### src/rtl/lfsr_share_ctrl.sv
`default_nettype none
// ============================================================================
// Module   : lfsr_share_ctrl
// Brief    : Seeds one external LFSR, discards a warm-up run, then shares its
//            output one word per clock among NREQ round-robin requesters.
//            Optional macro LFSR_SHARE_ZERO_GUARD_EN adds an all-zero guard.
// Revision : 1.0  initial release
// ============================================================================
module lfsr_share_ctrl #(
    parameter int               NREQ   = 4,
    parameter int               WIDTH  = 32,
    parameter logic [WIDTH-1:0] SEED   = 32'h1232_4a6f,
    parameter int               WARMUP = 8
) (
    input  logic             clk,
    input  logic             reset,
    input  logic [NREQ-1:0]  req,
    output logic [NREQ-1:0]  gnt,
    output logic [WIDTH-1:0] data,
    output logic             data_valid,
    input  logic             reseed_req,
    input  logic [WIDTH-1:0] reseed_seed,
    output logic             busy,
    input  logic [WIDTH-1:0] lfsr_num,
    output logic [WIDTH-1:0] lfsr_seed,
    output logic             lfsr_write,
    output logic             zero_err
);

    localparam int              IDXW     = (NREQ > 1) ? $clog2(NREQ) : 1;
    localparam logic [IDXW-1:0] LAST_RST = IDXW'(NREQ - 1);
    localparam logic [7:0]      CNT_INIT = 8'(WARMUP);

    typedef enum logic [1:0] {
        ST_SEED   = 2'd0,
        ST_WARMUP = 2'd1,
        ST_SERVE  = 2'd2
    } state_t;

    state_t           r_state, w_stateNext;
    logic [7:0]       r_cnt, w_cntNext;
    logic [WIDTH-1:0] r_seed, w_seedNext;
    logic [NREQ-1:0]  r_gnt, w_gntNext;
    logic [WIDTH-1:0] r_data, w_dataNext;
    logic             r_dataValid, w_validNext;
    logic [IDXW-1:0]  r_lastGrant, w_lastNext;

    logic             w_serve;
    logic             w_found;
    logic [IDXW-1:0]  w_pick;
    logic [IDXW-1:0]  w_cand;
    int               w_idx;

    // Round-robin search starting just above the last granted requester.
    always_comb begin
        w_found = 1'b0;
        w_pick  = r_lastGrant;
        w_idx   = 0;
        w_cand  = '0;
        for (int i = 1; i <= NREQ; i++) begin
            w_idx  = (int'(r_lastGrant) + i) % NREQ;
            w_cand = IDXW'(w_idx);
            if (!w_found && req[w_cand]) begin
                w_found = 1'b1;
                w_pick  = w_cand;
            end
        end
    end

`ifdef LFSR_SHARE_ZERO_GUARD_EN
    logic r_zeroErr;
    logic w_zeroHit;
`endif

    always_comb begin
        w_stateNext = r_state;
        w_cntNext   = r_cnt;
        w_seedNext  = r_seed;
        w_gntNext   = '0;
        w_validNext = 1'b0;
        w_dataNext  = r_data;
        w_lastNext  = r_lastGrant;
        w_serve     = 1'b0;
`ifdef LFSR_SHARE_ZERO_GUARD_EN
        w_zeroHit   = 1'b0;
`endif
        case (r_state)
            ST_SEED: begin
                w_stateNext = ST_WARMUP;
                w_cntNext   = CNT_INIT;
            end
            // The last warm-up cycle already serves, so the first grant and
            // the falling edge of busy land on the same clock edge.
            ST_WARMUP: begin
                if (r_cnt <= 8'd1) begin
                    w_stateNext = ST_SERVE;
                    w_serve     = 1'b1;
                end else begin
                    w_cntNext = r_cnt - 8'd1;
                end
            end
            ST_SERVE: w_serve = 1'b1;
            default:  w_stateNext = ST_SEED;
        endcase

`ifdef LFSR_SHARE_ZERO_GUARD_EN
        if (w_serve && (lfsr_num == '0)) begin
            w_zeroHit   = 1'b1;
            w_serve     = 1'b0;
            w_stateNext = ST_SEED;
            w_seedNext  = SEED;
        end
`endif

        if (w_serve && w_found) begin
            w_gntNext   = {{(NREQ-1){1'b0}}, 1'b1} << w_pick;
            w_validNext = 1'b1;
            w_dataNext  = lfsr_num;
            w_lastNext  = w_pick;
        end

        // Reseed pre-empts any grant decided above.
        if (reseed_req) begin
            w_stateNext = ST_SEED;
            w_seedNext  = (reseed_seed == '0) ? SEED : reseed_seed;
            w_gntNext   = '0;
            w_validNext = 1'b0;
            w_dataNext  = r_data;
            w_lastNext  = r_lastGrant;
        end
    end

    always_ff @(posedge clk) begin
        if (reset) begin
            r_state     <= ST_SEED;
            r_cnt       <= CNT_INIT;
            r_seed      <= SEED;
            r_gnt       <= '0;
            r_data      <= '0;
            r_dataValid <= 1'b0;
            r_lastGrant <= LAST_RST;
        end else begin
            r_state     <= w_stateNext;
            r_cnt       <= w_cntNext;
            r_seed      <= w_seedNext;
            r_gnt       <= w_gntNext;
            r_data      <= w_dataNext;
            r_dataValid <= w_validNext;
            r_lastGrant <= w_lastNext;
        end
    end

`ifdef LFSR_SHARE_ZERO_GUARD_EN
    always_ff @(posedge clk) begin
        if (reset) begin
            r_zeroErr <= 1'b0;
        end else if (w_zeroHit) begin
            r_zeroErr <= 1'b1;
        end
    end
    assign zero_err = r_zeroErr;
`else
    assign zero_err = 1'b0;
`endif

    assign gnt        = r_gnt;
    assign data       = r_data;
    assign data_valid = r_dataValid;
    assign busy       = (r_state != ST_SERVE);
    assign lfsr_write = (r_state == ST_SEED);
    assign lfsr_seed  = r_seed;

endmodule
`default_nettype wire

### config.mk
export PLATFORM = sky130hd
export DESIGN_NAME = lfsr_share_ctrl
export DESIGN_NICKNAME = d
export VERILOG_FILES = /design/src/rtl/lfsr_share_ctrl.sv
export SDC_FILE = /design/constraint.sdc
export NUM_CORES = 1
export LEC_CHECK = 0
export CAP_MARGIN = 20
export CORE_MARGIN = 5
export CORE_UTILIZATION = 40
export DETAILED_ROUTE_END_ITERATION = 8
export PLACE_DENSITY_LB_ADDON = 0.2
export SLEW_MARGIN = 15
export SYNTH_ARGS = -nofsm -noshare
export SYNTH_HDL_FRONTEND = slang
export SYNTH_SLANG_ARGS = --single-unit
### constraint.sdc
create_clock -name clk -period 2.4 [get_ports clk]
set_input_delay 0.36 -clock clk [delete_from_list [all_inputs] [get_ports clk]]
set_output_delay 0.36 -clock clk [all_outputs]
set_load 0.1 [all_outputs]
[After elaboration in Yosys (flattened, before gate mapping)]
Index checks and enable logic that the tools add are counted.
Cells by class
  add/subtract/negate cells: 5
  $mul: 0
  div/mod/pow operators: 0
  $lt $le $gt $ge: 5
  equality and inequality tests: 5
  shift operators: 1
  mux-type cells: 24
  bitwise gates (word level): 3
  reduce and logical (&&, ||, !) cells: 15
Operators by type and width (count)
  zero test 32 bit: 1
  two-way mux 32 bit: 1
  one-hot mux 8 bit (2 select lines): 1
  < comparator 2 x 3 -> 1 bit (second input constant): 4
  two-way mux 1 bit: 10
  two-way mux 2 bit: 5
  binary-select mux 1 bit (select 2 bit): 4
  <= comparator 8 x 1 -> 1 bit (second input constant): 1
  two-way mux 8 bit: 1
  subtractor 8 x 1 -> 8 bit (second input constant): 1
  inequality test 2 bit (second input constant): 3
  one-hot mux 2 bit (3 select lines): 1
  AND reduction 2 bit: 3
  adder 2 x 1 -> 2 bit (second input constant): 2
  adder 2 bit (second input constant): 2
  logical AND 1 bit: 4
  << shifter 1 x 2 -> 4 bit (first input constant): 1
  zero test 1 bit: 3
  NOT 1 bit: 3
  OR reduction 3 bit: 1
  == test 2 x 1 -> 1 bit (second input constant): 1
  == test 2 bit (second input constant): 1
  zero test 2 bit: 1
  one-hot mux 1 bit (2 select lines): 1
  other kinds (2): 2
Word-level totals
  register bits after elaboration: 81
  bits in latches: 0
  RAM bits: 0
  memory bits (read-only): 0
  input bits: 71
  logic and storage cells: 65
  memories: 0

[Logic depth before layout (Yosys ltp)]
  depth after elaboration: 16
  gate-level depth with buffers: 7
  mapped depth without buffers: 7

[Worst setup path after synthesis]
OpenSTA, ideal clock, no wires.
  kind: register to register
  start: register r_state[0]
  end: register r_cnt[5]
  library setup time: 0.132 ns
  data arrival time: 1.695 ns
  required time: 2.268 ns
  path slack: 0.573 ns
  stages on the path, launching flop included: 6
  path buffers: 0
  clock period less this slack: 1.827 ns
  cells stage by stage: dfxtp_1 > inv_1 > ha_1 > nand2_1 > o211ai_1 > a21oi_1
Between the ends
  cells in the longest elaborated chain, start to end: 3
  elaborated cells between the ends (all ways): 6
  classes of those cells: eq/ne: 2; mux: 1; reduce/logical: 3
Ends and longest elaborated chain
  from (decl): RTL line 40  | state_t r_state, w_stateNext;
  from (signal assigned): RTL line 143  | r_state <= w_stateNext;
  zero test 2 bit *
  net lfsr_write: RTL line 26  | output logic lfsr_write,
  nonzero test 2 bit (no line)
  AND reduction 2 bit (no line)
  to (signal assigned): RTL line 144  | r_cnt <= w_cntNext;
  to (decl): RTL line 41  | logic [7:0] r_cnt, w_cntNext;
The timed path passes the listed nets; every way through them passes the cells marked *.
A chain may end at the register's enable or synchronous reset.

[Worst setup path in the final report]
  start: register r_cnt[0]
  end: register r_data[28], in the netlist data[28]
Between the ends
  cells in the longest elaborated chain, start to end: 5
Ends and longest elaborated chain
  <= comparator 8 x 1 -> 1 bit: RTL line 95  | if (r_cnt <= 8'd1) begin
  two-way mux 1 bit: RTL line 95
  one-hot mux 1 bit (2 select lines): RTL line 87  | case (r_state)
  logical AND 1 bit: RTL line 115  | if (w_serve && w_found) begin
  AND reduction 2 bit (no line)
  to (signal assigned): RTL line 147  | r_data <= w_dataNext;
  to (decl): RTL line 44  | logic [WIDTH-1:0] r_data, w_dataNext;
Every way passes these cells.

==> metrics.md <==
| Metric | Value |
|---|---|
| Status | finished clean |
| GR Layer Usage met1 | 0.207 |
| Slowest CP cell | nor2_4 |
| Comb pwr share | 0.199 |
| Syn_area_per_cell | 9.10 um^2 |
| Largest net degree at the start of global routing | 55 |
| Final TNS setup | 0 ns |
| Final hold viol count | 0 |
| Post-CTS setup buffer count | 0 |
| Core ar. | 8590 um^2 |
| Max_cap viols | 0 |
| Critical-path cell list | inv_1 > ha_1 > or2_1 > a41oi_4 > nor2_4 > buf_12 > mux2i_1 |
| IO Count | 143 |
| DRC viols | 0 |
| Worst hold-check path type | input port to register |
| Number of port buffers | 141 |
| Largest stage delay, worst path | 0.44 ns |
| Vias in the first global route | 2967 |
| Worst Path Buf+Inv | 2 |
| Reg power frac | 0.464 |
| Worst skew pair latency | 0.35 ns |
| Worst Hold Path Cells | 3 |
| DRT Wirelength | 8950 um |
| CP Depth | 7 |
| Netlist cell types | 46 |
| Normalized max-slew margin | 0.590 |
| Vias | 3112 |
| First-pass iteration count of the detailed router | 4 |
| Antenna Cells | 0 |
| Crit path kind | register to register |
| First-pass GRT wire length | 14200 um |
| Most frequent cell after synthesis | dfxtp_1 |
| Seq/Total Area, Yosys | 0.468 |
| # hold bufs at CTS | 0 |
| Grt met3 use | 0.0568 |
| Placed insts | 611 |
| GR peak layer | met2 |
| Setup WS post-layout | 0.363 ns |
| Syn nets | 457 |
| Post-route cell area | 4980 um^2 |
| Post-Place Cell Area | 4780 um^2 |
| P_int | 2.10 mW |
| Final Max Slew Viols | 0 |
| Yosys top cell by area | dfxtp_1 |
| CTS Root Cell | clkbuf_8 |
| Switching power | 0.928 mW |
| Clock power frac | 0.338 |
| Gpl congestion | 0.780 |
| Setup violations, final | 0 |
| Clock Pin Slew Worst Setup and Hold Paths | 0.08 ns |
| Sink Count | 81 |
| Full die area | 10600 um^2 |
| Worst EP arrival | 2.31 ns |
| Synth top cells by count | 81 x dfxtp_1, 71 x nand2_1, 52 x mux2i_1 |
| Htree depth | 3 |
| Vias per std cell | 4.96 |
| Post-route insts no fill | 627 |
| Max FO, Critical Path | 22 |
| Worst Setup End Kind | register |
| Synth area leaders | dfxtp_1 47%, mux2i_1 15%, nand2_1 7.7% |
| WHS | 0.358 ns |
| Share of layout cells above drive strength 1 | 0.210 |
| Synth Flop Type | dfxtp_1 |
| Gr ovfl total | 0 |
| Initial Utilization | 0.404 |
| Pwr Density | 607 nW/um^2 |
| Crit path time final | 2.04 ns |
| Sw Share | 0.307 |
| Post-route ant nets | 0 |
| Post-DP HPWL | 6730 um |
| Startpoint Class | register |
| DR iter-0 viols | 99 |
| Number of synthesized register bits | 81 |
| Post-synth EDFFs | 0 |
| Post_cts resized | 0 |
| R2r worst-path depth | 7 |
| Fmax | 0.491 GHz |
| Footprint of the multi-input gates | 1680 um^2 |
| Synth Cell Area | 3470 um^2 |
| FP Rows | 34 |
| CTS tree | built |
| Worst Tran Pin Value | 0.614 ns |
| Syn Inst Count | 381 |
| Die width | 103 um |
| Worst endpoint required time | 2.67 ns |
| Leakage | 2.01 nW |
| Top cell type's share of synthesized area | 0.468 |
| Final-stage net count | 590 |
| Global-route usage over all layers | 0.170 |
| Register area | 1620 um^2 |
| CP delay by family, top | simple AND/OR/NAND/NOR gates |
| Die Height | 103 um |
| Worst vdd ir | 307 uV |
| CTS Buf Count | 9 |
| Final period utilization | 0.849 |
| Initial antenna violation count | 0 |
| Bufs on Longest Clock Path | 2 |
| Wire per inst | 14.3 um |
| Met2 Use GR | 0.285 |
| RSZ-0062 raised after global routing | false |
| DP Worst Slack | 0.227 ns |
| Fill cells | 770 |
| Clock skew | 0.0104 ns |
| Area delta synth->final | 43.7% |
| Post-synth ARST share | 0 |
| Synth warn | 0 |
-- per-stage QoR --
stage	utilization	total power [mW]
after detailed placement	0.556	2.04
after CTS	0.580	3.05
after global placement	0.554	2.03
after global routing	0.580	3.16
final	0.580	3.02
after floorplan	-	1.82
-- path summary, 6_finish.rpt --
check / startpoint / slack [ns] / endpoint
setup / recovery: r_cnt[0] / 0.36 / data[28]
hold / removal: reset / 0.36 / gnt[3]
setup reg to reg: r_cnt[0] / 0.36 / data[28]
hold reg to reg: data[27] / 0.46 / data[27]
-- cells by family after synthesis --
family,count (synthesis),synth area share
buffers and inverters,37,0.0480
multiplexers,52,0.150
other,1,0.00108
AO/OA/AOI/OAI,38,0.0722
flip-flops,81,0.468
AND/OR/NAND/NOR,166,0.241
adder cells (fa/ha/maj),5,0.0180
XOR/XNOR,1,0.00253
-- tightest hold or removal path, delay by kind of cell --
kind	cells	cell delay [ns]
simple gates	2	0.18
buf+inv	1	0.12
-- cell type report --
type	instances	share of cell area
multi-input cells	263	0.337
clock buffers	10	0.0276
well taps	108	0.0271
repair buffers	148	0.261
inverters	11	0.00829
clock inverters	6	0.0133
flip-flops and latches	81	0.325
-- flip-flops by register name, summed over array words and instances (netlist names) --
name	count
data	32
lfsr_seed	32
r_cnt	8
gnt	4
r_lastGrant	2
r_state	2
data_valid	1
-- cells in the final DEF, fill, tap and decap left out, types with 3 or more instances in the layout --
cell,instances
inv_1,9
ha_1,5
clkinvlp_4,3
nand4_1,4
nor3b_1,15
dfxtp_1,81
buf_4,76
clkbuf_8,10
mux2i_1,52
nand3_1,4
nor3_1,21
nor2_1,21
nor4_1,9
or2_2,3
nand2_1,71
a21oi_1,22
clkdlybuf4s50_1,68
o21ai_0,4
-- power groups by stage --
stage	sequential, mW	combinational [mW]	clock [mW]
floorplan	1.66	0.159	0
global placement	1.43	0.599	0
detailed placement	1.43	0.604	0
CTS	1.40	0.605	1.05
global route	1.41	0.635	1.12
finish	1.40	0.601	1.02
-- layer usage --
layer / vias up / share of wire
li1: 1581 / -
met4: 0 / 0.013
met1: 1448 / 0.42
met3: 10 / 0.058
met5: - / 0
met2: 73 / 0.51
No activity file was read; power rests on OpenSTA's default activity.
